$ cat src/rtl/riscv_pkg.sv
// Shared pipeline definitions for the five-stage RISC-V core.
// Contents: register-address width, EX operand forward-select encodings and
// the hazard controller state encoding.
package riscv_pkg;

  localparam int unsigned REG_AW = 5;

  // EX operand source selects
  localparam logic [1:0] FWD_RF  = 2'b00;
  localparam logic [1:0] FWD_WB  = 2'b01;
  localparam logic [1:0] FWD_MEM = 2'b10;

  typedef enum logic [0:0] {
    HZ_RUN      = 1'b0,
    HZ_MEM_WAIT = 1'b1
  } hz_state_e;

endpackage

$ cat src/rtl/hazard_controller_if.sv
// Hazard-control bundle between the pipeline datapath and hazard_controller.
// master: pipeline side (drives register ids/handshakes, receives controls).
// slave : hazard controller side (receives ids/handshakes, drives stall,
//         flush, forward selects, fault flag and debug counters).
interface hazard_controller_if #(
  parameter int unsigned CNT_W = 32
);

  logic [riscv_pkg::REG_AW-1:0] rs1_d;
  logic [riscv_pkg::REG_AW-1:0] rs2_d;
  logic [riscv_pkg::REG_AW-1:0] rs1_e;
  logic [riscv_pkg::REG_AW-1:0] rs2_e;
  logic [riscv_pkg::REG_AW-1:0] rd_e;
  logic                         load_e;
  logic                         pcsrc_e;
  logic [riscv_pkg::REG_AW-1:0] rd_m;
  logic                         regwrite_m;
  logic [riscv_pkg::REG_AW-1:0] rd_w;
  logic                         regwrite_w;
  logic                         dmem_req_m;
  logic                         dmem_ready;
  logic                         fault_clr;

  logic                         stall_f;
  logic                         stall_d;
  logic                         stall_e;
  logic                         stall_m;
  logic                         flush_d;
  logic                         flush_e;
  logic [1:0]                   forward_a_e;
  logic [1:0]                   forward_b_e;
  logic                         mem_fault;
  logic [CNT_W-1:0]             stall_cycles;
  logic [CNT_W-1:0]             flush_events;

  modport master (
    output rs1_d, rs2_d, rs1_e, rs2_e, rd_e, load_e, pcsrc_e,
           rd_m, regwrite_m, rd_w, regwrite_w,
           dmem_req_m, dmem_ready, fault_clr,
    input  stall_f, stall_d, stall_e, stall_m, flush_d, flush_e,
           forward_a_e, forward_b_e, mem_fault, stall_cycles, flush_events
  );

  modport slave (
    input  rs1_d, rs2_d, rs1_e, rs2_e, rd_e, load_e, pcsrc_e,
           rd_m, regwrite_m, rd_w, regwrite_w,
           dmem_req_m, dmem_ready, fault_clr,
    output stall_f, stall_d, stall_e, stall_m, flush_d, flush_e,
           forward_a_e, forward_b_e, mem_fault, stall_cycles, flush_events
  );

endinterface

$ cat src/rtl/forward_select.sv
// Forward-select for one EX operand: the youngest in-flight writer of the
// source register wins (MEM over WB); x0 is never forwarded.
// Ports: i_rs_e source reg in EX; i_rd_m/i_regwrite_m EX/MEM writer;
//        i_rd_w/i_regwrite_w MEM/WB writer; o_fwd combinational select.
module forward_select
  import riscv_pkg::*;
(
  input  logic [REG_AW-1:0] i_rs_e,
  input  logic [REG_AW-1:0] i_rd_m,
  input  logic              i_regwrite_m,
  input  logic [REG_AW-1:0] i_rd_w,
  input  logic              i_regwrite_w,
  output logic [1:0]        o_fwd
);

  always_comb begin
    o_fwd = FWD_RF;
    if (i_regwrite_m && (i_rd_m != '0) && (i_rd_m == i_rs_e)) begin
      o_fwd = FWD_MEM;
    end else if (i_regwrite_w && (i_rd_w != '0) && (i_rd_w == i_rs_e)) begin
      o_fwd = FWD_WB;
    end
  end

endmodule

$ cat src/rtl/hazard_controller.sv
// Pipeline hazard controller: load-use stall, taken-branch squash,
// data-memory wait freeze with timeout fault, EX forwarding, debug counters.
// Ports: clk; reset (async, active-low); hz slave bundle carrying the
//        pipeline register ids/handshakes in and stall/flush/forward
//        controls, mem_fault and the stall/flush event counters out.
module hazard_controller
  import riscv_pkg::*;
#(
  parameter int unsigned MEM_TIMEOUT = 255,
  parameter int unsigned CNT_W       = 32
) (
  input  logic                clk,
  input  logic                reset,
  hazard_controller_if.slave  hz
);

  localparam int unsigned      WAIT_W    = $clog2(MEM_TIMEOUT);
  localparam logic [WAIT_W-1:0] WAIT_LAST = WAIT_W'(MEM_TIMEOUT - 1);
  localparam logic [0:0]       S_RUN     = HZ_RUN;
  localparam logic [0:0]       S_WAIT    = HZ_MEM_WAIT;

  logic [0:0]        r_state;
  logic [0:0]        w_state_nxt;
  logic [WAIT_W-1:0] r_wait_cnt;
  logic [WAIT_W-1:0] w_wait_cnt_nxt;
  logic              w_timeout;
  logic              w_mem_stall;
  logic              w_lw_hz;
  logic              w_stall_f;
  logic              w_stall_d;
  logic              w_stall_e;
  logic              w_stall_m;
  logic              w_flush_d;
  logic              w_flush_e;
  logic [1:0]        w_fwd_a;
  logic [1:0]        w_fwd_b;
  logic              r_mem_fault;
  logic [CNT_W-1:0]  r_stall_cycles;
  logic [CNT_W-1:0]  r_flush_events;

  // State and wait counter registers
  always_ff @(posedge clk or negedge reset) begin
    if (!reset) begin
      r_state    <= S_RUN;
      r_wait_cnt <= '0;
    end else begin
      r_state    <= w_state_nxt;
      r_wait_cnt <= w_wait_cnt_nxt;
    end
  end

  // Memory-wait FSM; the counter is held at zero in RUN so each wait starts at 0
  always_comb begin
    w_state_nxt    = r_state;
    w_wait_cnt_nxt = r_wait_cnt;
    w_timeout      = 1'b0;
    w_mem_stall    = 1'b0;
    case (r_state)
      S_RUN: begin
        w_wait_cnt_nxt = '0;
        if (hz.dmem_req_m && !hz.dmem_ready) begin
          w_mem_stall = 1'b1;
          w_state_nxt = S_WAIT;
        end
      end
      S_WAIT: begin
        w_wait_cnt_nxt = r_wait_cnt + WAIT_W'(1);
        if (hz.dmem_ready) begin
          w_state_nxt = S_RUN;
        end else if (r_wait_cnt == WAIT_LAST) begin
          // abandon the access: release the pipeline and flag the fault
          w_timeout   = 1'b1;
          w_state_nxt = S_RUN;
        end else begin
          w_mem_stall = 1'b1;
        end
      end
      default: w_state_nxt = S_RUN;
    endcase
  end

  assign w_lw_hz = hz.load_e && (hz.rd_e != '0) &&
                   ((hz.rd_e == hz.rs1_d) || (hz.rd_e == hz.rs2_d));

  // Priority: reset > memory freeze > taken branch > load-use.
  // A branch during the freeze is held in EX, so its flush lands after the wait.
  always_comb begin
    w_stall_f = 1'b0;
    w_stall_d = 1'b0;
    w_stall_e = 1'b0;
    w_stall_m = 1'b0;
    w_flush_d = 1'b0;
    w_flush_e = 1'b0;
    if (!reset) begin
      w_flush_d = 1'b1;
      w_flush_e = 1'b1;
    end else if (w_mem_stall) begin
      w_stall_f = 1'b1;
      w_stall_d = 1'b1;
      w_stall_e = 1'b1;
      w_stall_m = 1'b1;
    end else if (hz.pcsrc_e) begin
      w_flush_d = 1'b1;
      w_flush_e = 1'b1;
    end else if (w_lw_hz) begin
      w_stall_f = 1'b1;
      w_stall_d = 1'b1;
      w_flush_e = 1'b1;
    end
  end

  forward_select u_fwd_a (
    .i_rs_e       (hz.rs1_e),
    .i_rd_m       (hz.rd_m),
    .i_regwrite_m (hz.regwrite_m),
    .i_rd_w       (hz.rd_w),
    .i_regwrite_w (hz.regwrite_w),
    .o_fwd        (w_fwd_a)
  );

  forward_select u_fwd_b (
    .i_rs_e       (hz.rs2_e),
    .i_rd_m       (hz.rd_m),
    .i_regwrite_m (hz.regwrite_m),
    .i_rd_w       (hz.rd_w),
    .i_regwrite_w (hz.regwrite_w),
    .o_fwd        (w_fwd_b)
  );

  // Sticky fault (set beats clear) and wrapping event counters
  always_ff @(posedge clk or negedge reset) begin
    if (!reset) begin
      r_mem_fault    <= 1'b0;
      r_stall_cycles <= '0;
      r_flush_events <= '0;
    end else begin
      if (w_timeout) begin
        r_mem_fault <= 1'b1;
      end else if (hz.fault_clr) begin
        r_mem_fault <= 1'b0;
      end
      if (w_stall_f) begin
        r_stall_cycles <= r_stall_cycles + CNT_W'(1);
      end
      if (w_flush_d && hz.pcsrc_e) begin
        r_flush_events <= r_flush_events + CNT_W'(1);
      end
    end
  end

  assign hz.stall_f      = w_stall_f;
  assign hz.stall_d      = w_stall_d;
  assign hz.stall_e      = w_stall_e;
  assign hz.stall_m      = w_stall_m;
  assign hz.flush_d      = w_flush_d;
  assign hz.flush_e      = w_flush_e;
  assign hz.forward_a_e  = reset ? w_fwd_a : FWD_RF;
  assign hz.forward_b_e  = reset ? w_fwd_b : FWD_RF;
  assign hz.mem_fault    = r_mem_fault;
  assign hz.stall_cycles = r_stall_cycles;
  assign hz.flush_events = r_flush_events;

endmodule

$ cat src/flat_wrapper.sv
// flat-port wrapper written by rule: the top's interface ports become plain ports
module hazard_controller_flat import riscv_pkg::*;
#(
  parameter int unsigned MEM_TIMEOUT = 255,
  parameter int unsigned CNT_W       = 32
)
  (clk, reset, hz_rs1_d, hz_rs2_d, hz_rs1_e, hz_rs2_e, hz_rd_e, hz_load_e, hz_pcsrc_e, hz_rd_m, hz_regwrite_m, hz_rd_w, hz_regwrite_w, hz_dmem_req_m, hz_dmem_ready, hz_fault_clr, hz_stall_f, hz_stall_d, hz_stall_e, hz_stall_m, hz_flush_d, hz_flush_e, hz_forward_a_e, hz_forward_b_e, hz_mem_fault, hz_stall_cycles, hz_flush_events);
  hazard_controller_if #(.CNT_W(CNT_W)) hz_i ();
  input  logic clk;
  input  logic reset;
  input wire logic [$bits(hz_i.rs1_d)-1:0] hz_rs1_d;
  input wire logic [$bits(hz_i.rs2_d)-1:0] hz_rs2_d;
  input wire logic [$bits(hz_i.rs1_e)-1:0] hz_rs1_e;
  input wire logic [$bits(hz_i.rs2_e)-1:0] hz_rs2_e;
  input wire logic [$bits(hz_i.rd_e)-1:0] hz_rd_e;
  input wire logic [$bits(hz_i.load_e)-1:0] hz_load_e;
  input wire logic [$bits(hz_i.pcsrc_e)-1:0] hz_pcsrc_e;
  input wire logic [$bits(hz_i.rd_m)-1:0] hz_rd_m;
  input wire logic [$bits(hz_i.regwrite_m)-1:0] hz_regwrite_m;
  input wire logic [$bits(hz_i.rd_w)-1:0] hz_rd_w;
  input wire logic [$bits(hz_i.regwrite_w)-1:0] hz_regwrite_w;
  input wire logic [$bits(hz_i.dmem_req_m)-1:0] hz_dmem_req_m;
  input wire logic [$bits(hz_i.dmem_ready)-1:0] hz_dmem_ready;
  input wire logic [$bits(hz_i.fault_clr)-1:0] hz_fault_clr;
  output wire logic [$bits(hz_i.stall_f)-1:0] hz_stall_f;
  output wire logic [$bits(hz_i.stall_d)-1:0] hz_stall_d;
  output wire logic [$bits(hz_i.stall_e)-1:0] hz_stall_e;
  output wire logic [$bits(hz_i.stall_m)-1:0] hz_stall_m;
  output wire logic [$bits(hz_i.flush_d)-1:0] hz_flush_d;
  output wire logic [$bits(hz_i.flush_e)-1:0] hz_flush_e;
  output wire logic [$bits(hz_i.forward_a_e)-1:0] hz_forward_a_e;
  output wire logic [$bits(hz_i.forward_b_e)-1:0] hz_forward_b_e;
  output wire logic [$bits(hz_i.mem_fault)-1:0] hz_mem_fault;
  output wire logic [$bits(hz_i.stall_cycles)-1:0] hz_stall_cycles;
  output wire logic [$bits(hz_i.flush_events)-1:0] hz_flush_events;
  assign hz_i.rs1_d = hz_rs1_d;
  assign hz_i.rs2_d = hz_rs2_d;
  assign hz_i.rs1_e = hz_rs1_e;
  assign hz_i.rs2_e = hz_rs2_e;
  assign hz_i.rd_e = hz_rd_e;
  assign hz_i.load_e = hz_load_e;
  assign hz_i.pcsrc_e = hz_pcsrc_e;
  assign hz_i.rd_m = hz_rd_m;
  assign hz_i.regwrite_m = hz_regwrite_m;
  assign hz_i.rd_w = hz_rd_w;
  assign hz_i.regwrite_w = hz_regwrite_w;
  assign hz_i.dmem_req_m = hz_dmem_req_m;
  assign hz_i.dmem_ready = hz_dmem_ready;
  assign hz_i.fault_clr = hz_fault_clr;
  assign hz_stall_f = hz_i.stall_f;
  assign hz_stall_d = hz_i.stall_d;
  assign hz_stall_e = hz_i.stall_e;
  assign hz_stall_m = hz_i.stall_m;
  assign hz_flush_d = hz_i.flush_d;
  assign hz_flush_e = hz_i.flush_e;
  assign hz_forward_a_e = hz_i.forward_a_e;
  assign hz_forward_b_e = hz_i.forward_b_e;
  assign hz_mem_fault = hz_i.mem_fault;
  assign hz_stall_cycles = hz_i.stall_cycles;
  assign hz_flush_events = hz_i.flush_events;
  hazard_controller #(.MEM_TIMEOUT(MEM_TIMEOUT), .CNT_W(CNT_W)) u_core (.clk(clk), .reset(reset), .hz(hz_i));
endmodule
$ cat config.mk
export PLATFORM = sky130hd
export DESIGN_NAME = hazard_controller_flat
export DESIGN_NICKNAME = d
export VERILOG_FILES = /design/src/rtl/riscv_pkg.sv /design/src/rtl/hazard_controller_if.sv /design/src/rtl/forward_select.sv /design/src/rtl/hazard_controller.sv /design/src/flat_wrapper.sv
export SDC_FILE = /design/constraint.sdc
export NUM_CORES = 1
export LEC_CHECK = 0
export ABC_CLOCK_PERIOD_IN_PS = 6700
export CAP_MARGIN = 10
export CORE_MARGIN = 2
export CORE_UTILIZATION = 52
export CTS_BUF_LIST = sky130_fd_sc_hd__clkbuf_8
export DETAILED_ROUTE_END_ITERATION = 10
export GPL_ROUTABILITY_DRIVEN = 1
export MAX_ROUTING_LAYER = met4
export PLACE_DENSITY_LB_ADDON = 0.15
export RECOVER_POWER = 50
export SYNTH_ARGS = -nofsm -noshare
export SYNTH_HDL_FRONTEND = slang
export SYNTH_HIERARCHICAL = 1
export SYNTH_SLANG_ARGS = --single-unit
$ cat constraint.sdc
create_clock -name clk -period 6.7 [get_ports clk]
set_input_delay 1.34 -clock clk [delete_from_list [all_inputs] [get_ports clk]]
set_output_delay 1.34 -clock clk [all_outputs]
set_load 0.03 [all_outputs]
==> results.tsv, run 1 <==
metric	value	unit
multiplexer share of the synthesized area	0.005754	
area grow syn2layout	37.79	%
Total Power	1192	uW
final cell utilization of the core	0.7435	
Hold Crit Start	u_core/hz.stall_cycles[31]	
worst path arrival time	3.84	ns
GR Util met1	0.2839	
Initial Util	0.5396	
DR WL/cell	14.77	um
RSZ-0062 raised after global routing	no	
reg2reg setup slack	4.06	ns
I/O pins	119	
vias per cell	5.373	
Comb pwr share	0.241	
Clock Power Share	0.308	
switching power total	373.7	uW
post-CTS setup repair buffer count	0	
die width	90.76	um
final cycle utilization of the critical path	0.7732	
Peak Freq	0.1930	GHz
syn avg cell area	10.52	sq um
fin crit period	5.181	ns
gr busiest metal	met2	
DRC violations left	0	
Int Power	818.1	uW
vias in the first global route	3148	
Rows	31	
Lkg Pwr	0.002249	uW
xor-xnor portion of the synthesized cell area	0.2104	
H-tree levels	3	
Post-Synth Adder-Cell Area	0.01279	
Congestion Overflow GR	0	
outcome	finished, violations left	
M3 GR Usage	0.06761	
die area	8236	sq um
clk root buf	clkbuf_8	
sequential fraction of the synthesis area	0.4731	
hold crit path type	reg2reg	
Synth area leaders	dfrtp_1, xnor2_1, xor2_1	
YS warnings	6	
via count	3213	
Total Routing Usage GR	0.2279	
Fin. Hold Viols	0	
failing checks	max-capacitance violations, max-slew violations	
DP Wirelength	6619	um
share of layout cells above drive strength 1	0.06012	
first-pass GRT wire length	14810	um
pin count of the biggest net entering global routing	46	
top post-synthesis cells by count	dfrtp_1, xnor2_1, nand3_1, xor2_1, nand2_1	
Critical Path Source	hz_dmem_ready	
simple-gate area share of the yosys netlist	0.2372	
Setup crit end kind	primary output	
WL final	8830	um
most common cell in the netlist	dfrtp_1	
max_slew headroom	-0.5065	
startpoint types	input pin	
Sink Count	74	
R2R Path Start	u_core/r_wait_cnt[0]	
top-area cell type share of the netlist area	0.4731	
final cell count without fillers	598	
FILL cells	545	
number of synthesized register bits	74	
Antenna Nets Post-Route	0	
count of final setup violators	0	
Gate Count Post-Synth	372	
core area	7253	sq um
PwrDens	221.0	nW/um^2
Post-synth ARST share	1.000	
Worst-path clk slew	0.08	ns
CTS Hold Buffers Added	0	
Crit Path Max Fanout	18	
max cap viols	1	
Post-synth EDFFs	0	
Worst Reg-to-Reg Cells	8	
hold depth	1	
Hold EP	u_core/hz.stall_cycles[31]	
Antenna Cells	0	
Compound-Gate Fraction of Synth Area	0.04156	
Post-CTS Resized	0	
Final GP Congestion	0.8314	
DR iter-0 viols	134	
Sum Neg Setup Slack	0	ns
IO Port Bufs	118	
sw frac	0.3136	
M2 GR Usage	0.3688	
fin. max-slew vios	45	
area leader, netlist	dfrtp_1	
Synth cell types	39	
Net Count, Synth	420	
final setup skew	0.01081	ns
initial antenna violation count	0	
required time of the critical path	5.36	ns
Worst VDD drop	129.0	uV
worst-margin pin slew	2.260	ns
Seq pwr share	0.451	
Die Ht	90.76	um
clock latency at the later pin of the worst-skew pair	0.34	ns
CP Class	in2out	
CTS max path bufs	2	
ys flop type	dfrtp_1	
TritonCTS Buffers	9	
largest family of logic cells by synthesized area	simple AND/OR/NAND/NOR gates	
Post-Syn Area	3914	sq um
first drt pass iteration count	5	
RR Endpoint	u_core/hz.stall_cycles[1]	
Inst Count DP	583	
CTS tree	built	
nets@finish	543	
[power by group through the flow]
stage               Clock [uW]  Sequential (uW)  Combinational (uW)
floorplan                    0              597                92.6
global placement             0              544                 283
detailed placement           0              545                 292
CTS                        373              538                 291
global route               392              545                 309
finish                     367              537                 288
[how the worst max path moves through the flow]
stage	slack, ns	end	cells after the start
after floorplan	2.48	hz_stall_f	7
after global placement	1.66	hz_stall_f	8
after detailed placement	1.53	hz_stall_f	9
after CTS	1.53	hz_stall_f	9
after global routing	1.31	hz_stall_f	9
final	1.52	hz_stall_f	8
[placed cells by master, fill, tap and decap left out, types with 9 or more instances in the layout]
| cell type | instances |
|---|---|
| xor2_1 | 30 |
| and3_1 | 11 |
| nor2_1 | 15 |
| nor3_1 | 14 |
| dfrtp_1 | 74 |
| nand3_1 | 34 |
| nand4_1 | 22 |
| clkbuf_8 | 9 |
| inv_1 | 9 |
| clkdlybuf4s50_1 | 107 |
| xnor2_1 | 64 |
| dlygate4sd3_1 | 10 |
| and4_1 | 11 |
| nand2_1 | 29 |
[state kept, by name (all words and copies together) (netlist names)]
register / cells
u_core/hz.flush_events: 32
u_core/hz.mem_fault: 1
u_core/hz.stall_cycles: 32
u_core/r_state: 1
u_core/r_wait_cnt: 8
[metrics by stage]
stage / cell area (sq um) / hold WS [ns] / worst slack (ns)
detailed placement: 5190 / 0.4618 / 1.533
global route: 5393 / 0.5023 / 1.308
floorplan: 3914 / 0.4854 / 2.483
CTS: 5396 / 0.4763 / 1.532
finish: 5393 / 0.4665 / 1.519
global placement: 5190 / 0.4601 / 1.658
[per-layer routing]
layer  routed length, um  share of wire
met5                   0              0
met4                  45         0.0051
met3                 531          0.060
met2                4381           0.50
met1                3872           0.44
[cell families after synthesis]
family          count (synthesis)
compound gates                 16
mux                             2
simple gates                  165
buf+inv                        17
xor+xnor                       94
fa+ha+maj                       4
flops                          74
[area by class of cell]
| type | instances | area [sq um] | share of cell area |
|---|---|---|---|
| inverter | 9 | 33.78 | 0.006265 |
| sequential | 74 | 1852 | 0.3434 |
| multi-input combinational | 281 | 1987 | 0.3684 |
| clock inverter | 6 | 82.58 | 0.01531 |
| timing repair buffer | 120 | 1190 | 0.2206 |
| clock buffer | 9 | 123.9 | 0.02297 |
| tap | 99 | 123.9 | 0.02297 |
[critical path: stages]
cell and delay (ns):
dlygate4sd3_1 0.54, o21ba_2 0.24, o21ai_0 0.36, o31ai_2 0.16
buf_4 0.26, nand2_1 0.14, inv_1 0.11, clkdlybuf4s50_1 0.67
No activity file was read; power rests on OpenSTA's default activity.
==> run 2: changes to the inputs <==
--- a/config.mk
+++ b/config.mk
@@ -5,10 +5,10 @@
 export SDC_FILE = /design/constraint.sdc
 export NUM_CORES = 1
 export LEC_CHECK = 0
-export ABC_CLOCK_PERIOD_IN_PS = 6700
+export ABC_CLOCK_PERIOD_IN_PS = 4450
 export CAP_MARGIN = 10
 export CORE_MARGIN = 2
-export CORE_UTILIZATION = 52
+export CORE_UTILIZATION = 44
 export CTS_BUF_LIST = sky130_fd_sc_hd__clkbuf_8
 export DETAILED_ROUTE_END_ITERATION = 10
 export GPL_ROUTABILITY_DRIVEN = 1
==> constraint.sdc (replaced) <==
create_clock -name clk -period 4.45 [get_ports clk]
set_input_delay 0.89 -clock clk [delete_from_list [all_inputs] [get_ports clk]]
set_output_delay 0.89 -clock clk [all_outputs]
set_load 0.03 [all_outputs]
==> run 2 against run 1 <==
- the run still ends with max-capacitance violations, max-slew violations left
- register-to-register slack lost 2.2 ns
- clock power grew 41%
- global-route usage shrank 2.9 points
- setup slack lost 1.1 ns
- critical path depth shrank 1
- utilization shrank 12 points
- flip-flop and latch count is the same
- sequential share of layout area is essentially flat
- critical path type unchanged
- critical endpoint is now hz_flush_e
- largest cell class unchanged
- largest power group unchanged
==> results.tsv, run 2 (synthesis gave the netlist of run 1 again) <==
metric	value	unit	change
outcome	finished, violations left		
failing checks	max-capacitance violations, max-slew violations		
final setup skew	0.01289	ns	+0.002072 ns
DP Wirelength	6826	um	+3.1%
fin crit period	4.033	ns	
Total Power	1755	uW	+47%
first-pass GRT wire length	15240	um	+2.8%
Crit Path Max Fanout	4		-14
share of layout cells above drive strength 1	0.06387		+0.003752
Sink Count	74		unchanged
most common cell after layout, fill and taps aside	clkdlybuf4s50_1		
nets@finish	544		+0.18%
Worst VDD drop	146.5	uV	+14%
Inst Count DP	593		+1.7%
DR WL/cell	14.74	um	-0.15%
CTS max path bufs	2		unchanged
R2R Path Start	u_core/hz.stall_cycles[2]		
Total Routing Usage GR	0.1986		-0.02925
Clock Power Share	0.294		-0.014
I/O pins	119		unchanged
FILL cells	749		+37%
max_slew headroom	-0.3481		+0.1585
Comb pwr share	0.246		+0.005
clock latency at the later pin of the worst-skew pair	0.34	ns	about the same
IO Port Bufs	118		unchanged
TritonCTS Buffers	9		unchanged
via count	3163		-1.6%
Sum Neg Setup Slack	0	ns	unchanged
first drt pass iteration count	4		-1
vias per cell	5.194		-3.3%
startpoint types	input pin		
area grow syn2layout	37.69	%	about the same
DRC violations left	0		unchanged
switching power total	575.5	uW	+54%
CTS tree	built		
Setup crit end kind	primary output		
Lkg Pwr	0.002249	uW	about the same
core area	8678	sq um	+20%
Antenna Nets Post-Route	0		unchanged
clk root buf	clkbuf_8		
hold crit path type	in2async		
H-tree levels	3		unchanged
PwrDens	325.7	nW/um^2	+47%
initial antenna violation count	0		unchanged
Final GP Congestion	0.7602		-8.6%
vias in the first global route	3189		+1.3%
CP Class	in2out		
Antenna Cells	0		unchanged
Critical Path Source	hz_rd_e[1]		
CP top delay family	buffers and inverters		
die area	9665	sq um	+17%
WL final	8979	um	+1.7%
CP max-delay cell	clkdlybuf4s50_1		
final cycle utilization of the critical path	0.9064		
Peak Freq	0.2479	GHz	
Die Ht	98.31	um	+8.3%
commonest non-fill, non-tap cells in the layout	clkdlybuf4s50_1, dfrtp_1, xnor2_1, nand3_1, xor2_1		
Rows	34		+9.7%
Worst-path clk slew	0.09	ns	about the same
sw frac	0.3279		+0.01429
Int Power	1180	uW	+44%
worst path arrival time	3.14	ns	-0.70 ns
most used cell, CP	clkdlybuf4s50_1		
DR iter-0 viols	107		-20%
Post-CTS Resized	0		unchanged
count of final setup violators	0		unchanged
post-CTS setup repair buffer count	0		unchanged
max cap viols	1		unchanged
CTS Hold Buffers Added	0		unchanged
Seq pwr share	0.459		+0.008
worst-margin pin slew	2.022	ns	-0.2377 ns
pin count of the biggest net entering global routing	38		-17%
CP bufs+invs	2		-2
die width	98.31	um	+8.3%
Critical Path Stages	7		-1
fin. max-slew vios	38		-16%
Congestion Overflow GR	0		unchanged
RSZ-0062 raised after global routing	no		
Fin. Hold Viols	0		unchanged
CP Cell Sequence	clkdlybuf4s50_1, or4_1, o21ai_1, nor2_1, o21ai_0, nand2_1, clkdlybuf4s50_1		
max incr delay on CP	0.62	ns	-0.05 ns
Initial Util	0.4510		-0.08861
Worst Reg-to-Reg Cells	6		-2
final cell count without fillers	609		+1.8%
required time of the critical path	3.56	ns	-1.80 ns
-- run 2: final timing paths --
check	end	slack (ns)
setup / recovery	hz_flush_e	0.42
hold / removal	u_core/hz.stall_cycles[4]	0.46
setup reg to reg	u_core/hz.stall_cycles[31]	1.90
hold reg to reg	u_core/hz.stall_cycles[31]	0.47
max in group asynchronous	u_core/hz.flush_events[0]	1.78
min in group clk	u_core/hz.stall_cycles[31]	0.47
-- run 2: power by group through the flow --
stage | clock, uW | sequential, uW | combinational, uW
floorplan | 0 | 899 | 139
global placement | 0 | 818 | 428
detailed placement | 0 | 818 | 437
CTS | 531 | 806 | 439
global route | 559 | 818 | 465
finish | 516 | 806 | 432
-- run 2: per-stage QoR --
step / worst slack (ns) / hold WS, ns / area (sq um) / utilization
CTS: 0.4190 / 0.4556 / 5396 / 0.6218
global placement: 0.4280 / 0.4621 / 5204 / 0.5996
global route: 0.2802 / 0.4641 / 5389 / 0.6210
finish: 0.4166 / 0.4577 / 5389 / 0.6210
detailed placement: 0.4216 / 0.4616 / 5204 / 0.5996
floorplan: 1.133 / 0.4854 / 3914 / -
-- run 2: layout make-up --
type                    count  area [sq um]  share of cell area
well taps                 108         135.1             0.02508
clock inverters             7         68.82             0.01277
flip-flops and latches     74          1852              0.3436
multi-input cells         281          1987              0.3687
clock buffers               9         123.9             0.02299
inverters                   9         33.78            0.006269
repair buffers            121          1189              0.2206
-- run 2: layer usage --
| layer | global-route usage | vias up | share of wire | routed length [um] |
|---|---|---|---|---|
| met5 | - | - | 0 | 0 |
| met4 | 0.05796 | 0 | 0.010 | 91 |
| met3 | 0.04295 | 8 | 0.043 | 384 |
| met2 | 0.3019 | 74 | 0.48 | 4333 |
| met1 | 0.2695 | 1527 | 0.46 | 4169 |
| li1 | - | 1554 | - | - |
==> run 3: changes to the inputs <==
--- a/config.mk
+++ b/config.mk
@@ -8,8 +8,8 @@
 export ABC_CLOCK_PERIOD_IN_PS = 4450
 export CAP_MARGIN = 10
 export CORE_MARGIN = 2
-export CORE_UTILIZATION = 44
-export CTS_BUF_LIST = sky130_fd_sc_hd__clkbuf_8
+export CORE_UTILIZATION = 43
+export CTS_BUF_LIST = sky130_fd_sc_hd__clkbuf_16
 export DETAILED_ROUTE_END_ITERATION = 10
 export GPL_ROUTABILITY_DRIVEN = 1
 export MAX_ROUTING_LAYER = met4
==> run 3 against run 2 <==
- the run still ends with max-capacitance violations, max-slew violations left
- clock power rose by 50%
- worst hold slack improved by 0.0067 ns
- clock skew fell by 0.0047 ns
==> results.tsv, run 3 (synthesis gave the netlist of run 1 again) <==
metric	value	unit	change
register area	1852	sq um	unchanged
TritonCTS Buffers	9		unchanged
most used cell, CP	clkdlybuf4s50_1		
IO Port Bufs	118		unchanged
max_slew headroom	-0.6182		-0.2701
CP bufs+invs	2		unchanged
CTS tree	built		
Sum Neg Setup Slack	0	ns	unchanged
CP Class	in2out		
first drt pass iteration count	4		unchanged
multi-input logic area	1987	sq um	unchanged
die width	99.41	um	+1.1%
Comb pwr share	0.215		-0.031
share of layout cells above drive strength 1	0.06400		+0.0001277
final cycle utilization of the critical path	0.9069		about the same
die area	9881	sq um	+2.2%
Congestion Overflow GR	0		unchanged
Antenna Cells	0		unchanged
H-tree levels	3		unchanged
pin count of the biggest net entering global routing	47		+24%
CP Cell Sequence	clkdlybuf4s50_1, or4_1, o21ai_1, nor2_1, o21ai_0, nand2_1, clkdlybuf4s50_1		
Worst-path clk slew	0.06	ns	-0.03 ns
final setup skew	0.008161	ns	-0.004725 ns
switching power total	597.2	uW	+3.8%
core area	8763	sq um	+0.98%
vias per cell	5.240		+0.89%
fin. max-slew vios	47		+24%
Setup crit end kind	primary output		
clock latency at the later pin of the worst-skew pair	0.33	ns	about the same
Antenna Nets Post-Route	0		unchanged
RSZ-0062 raised after global routing	no		
Fin. Hold Viols	0		unchanged
DR WL/cell	14.81	um	+0.44%
Post-CTS Resized	0		unchanged
Int Power	1412	uW	+20%
DRC violations left	0		unchanged
max incr delay on CP	0.62	ns	about the same
Clock Power Share	0.385		+0.091
initial antenna violation count	0		unchanged
DR iter-0 viols	105		-1.9%
Lkg Pwr	0.002322	uW	+3.3%
CTS Hold Buffers Added	0		unchanged
max cap viols	1		unchanged
commonest non-fill, non-tap cells in the layout	clkdlybuf4s50_1, dfrtp_1, xnor2_1, nand3_1, xor2_1		
area grow syn2layout	40.86	%	
CTS max path bufs	2		unchanged
nets@finish	543		-0.18%
sw frac	0.2972		-0.03064
Sink Count	74		unchanged
CP max-delay cell	clkdlybuf4s50_1		
WL final	9004	um	+0.28%
Worst VDD drop	217.2	uV	+48%
I/O pins	119		unchanged
most common cell after layout, fill and taps aside	clkdlybuf4s50_1		
DP Wirelength	6810	um	-0.24%
Final GP Congestion	0.7792		+2.5%
final worst setup slack	0.4141	ns	-0.002437 ns
startpoint types	input pin		
Crit Path Max Fanout	4		unchanged
Initial Util	0.4466		-0.004378
Peak Freq	0.2478	GHz	about the same
Seq pwr share	0.401		-0.058
worst-margin pin slew	2.427	ns	+0.4052 ns
first-pass GRT wire length	15430	um	+1.3%
FILL cells	750		+0.13%
Rows	34		unchanged
post-CTS setup repair buffer count	0		unchanged
required time of the critical path	3.56	ns	about the same
Total Power	2009	uW	+14%
Total Routing Usage GR	0.1983		-0.0002599
vias in the first global route	3296		+3.4%
CP top delay family	buffers and inverters		
worst path arrival time	3.15	ns	about the same
fin crit period	4.036	ns	+0.002437 ns
Die Ht	99.41	um	+1.1%
via count	3186		+0.73%
Place WS	0.4114	ns	-0.01016 ns
failing checks	max-capacitance violations, max-slew violations		
outcome	finished, violations left		
hold crit path type	reg2reg		
clk root buf	clkbuf_16		
count of final setup violators	0		unchanged
PwrDens	364.5	nW/um^2	+12%
-- run 3: power groups by stage --
stage | clock network (uW) | registers [uW] | logic [uW]
final | 773 | 805 | 431
after floorplan | 0 | 899 | 139
after detailed placement | 0 | 817 | 439
after global placement | 0 | 818 | 426
after global routing | 819 | 821 | 462
after CTS | 789 | 807 | 439
-- run 3: area by class of cell --
type                       instances  area share
multi-input combinational        281      0.3604
sequential                        74      0.3359
timing repair buffer             120      0.2149
clock buffer                       9     0.04085
tap                              108     0.02451
clock inverter                     7     0.01725
inverter                           9    0.006128
-- run 3: worst reg2reg max path: cells and delay by family, from the launching register on --
family,cells,cell delay [ns]
xor+xnor,1,0.14
simple gates,2,0.29
flops,1,0.43
buf+inv,2,0.34
compound gates,2,1.04
fa+ha+maj,1,0.15
-- run 3: worst paths after layout --
path | slack, ns | to | from | cells after the start
max | 0.41 | hz_flush_e | hz_rd_e[1] | 7
min | 0.46 | u_core/hz.stall_cycles[31] | u_core/hz.stall_cycles[31] | 1
max reg2reg | 1.93 | u_core/hz.stall_cycles[21] | u_core/r_wait_cnt[0] | 8
min reg2reg | 0.46 | u_core/hz.stall_cycles[31] | u_core/hz.stall_cycles[31] | 1
max in group asynchronous | 1.27 | u_core/hz.stall_cycles[18] | reset | 2
min in group asynchronous | 0.54 | u_core/hz.stall_cycles[5] | reset | 1
-- run 3: metrics by stage --
step                      utilization  cell area [sq um]  hold WS, ns  std cells
after floorplan                     -               3914       0.4854        372
after global placement         0.5929               5196       0.4624        592
after detailed placement       0.5929               5196       0.4648        592
after CTS                      0.6295               5517       0.4765        608
after global routing           0.6291               5513       0.4815        608
final                          0.6291               5513       0.4643        608
-- run 3: per-layer routing --
| layer | share of wire | vias up | global-route usage |
|---|---|---|---|
| li1 | - | 1558 | - |
| met4 | 0.016 | 0 | 0.07587 |
| met5 | 0 | - | - |
| met2 | 0.48 | 77 | 0.3051 |
| met1 | 0.45 | 1538 | 0.2606 |
| met3 | 0.048 | 13 | 0.03935 |
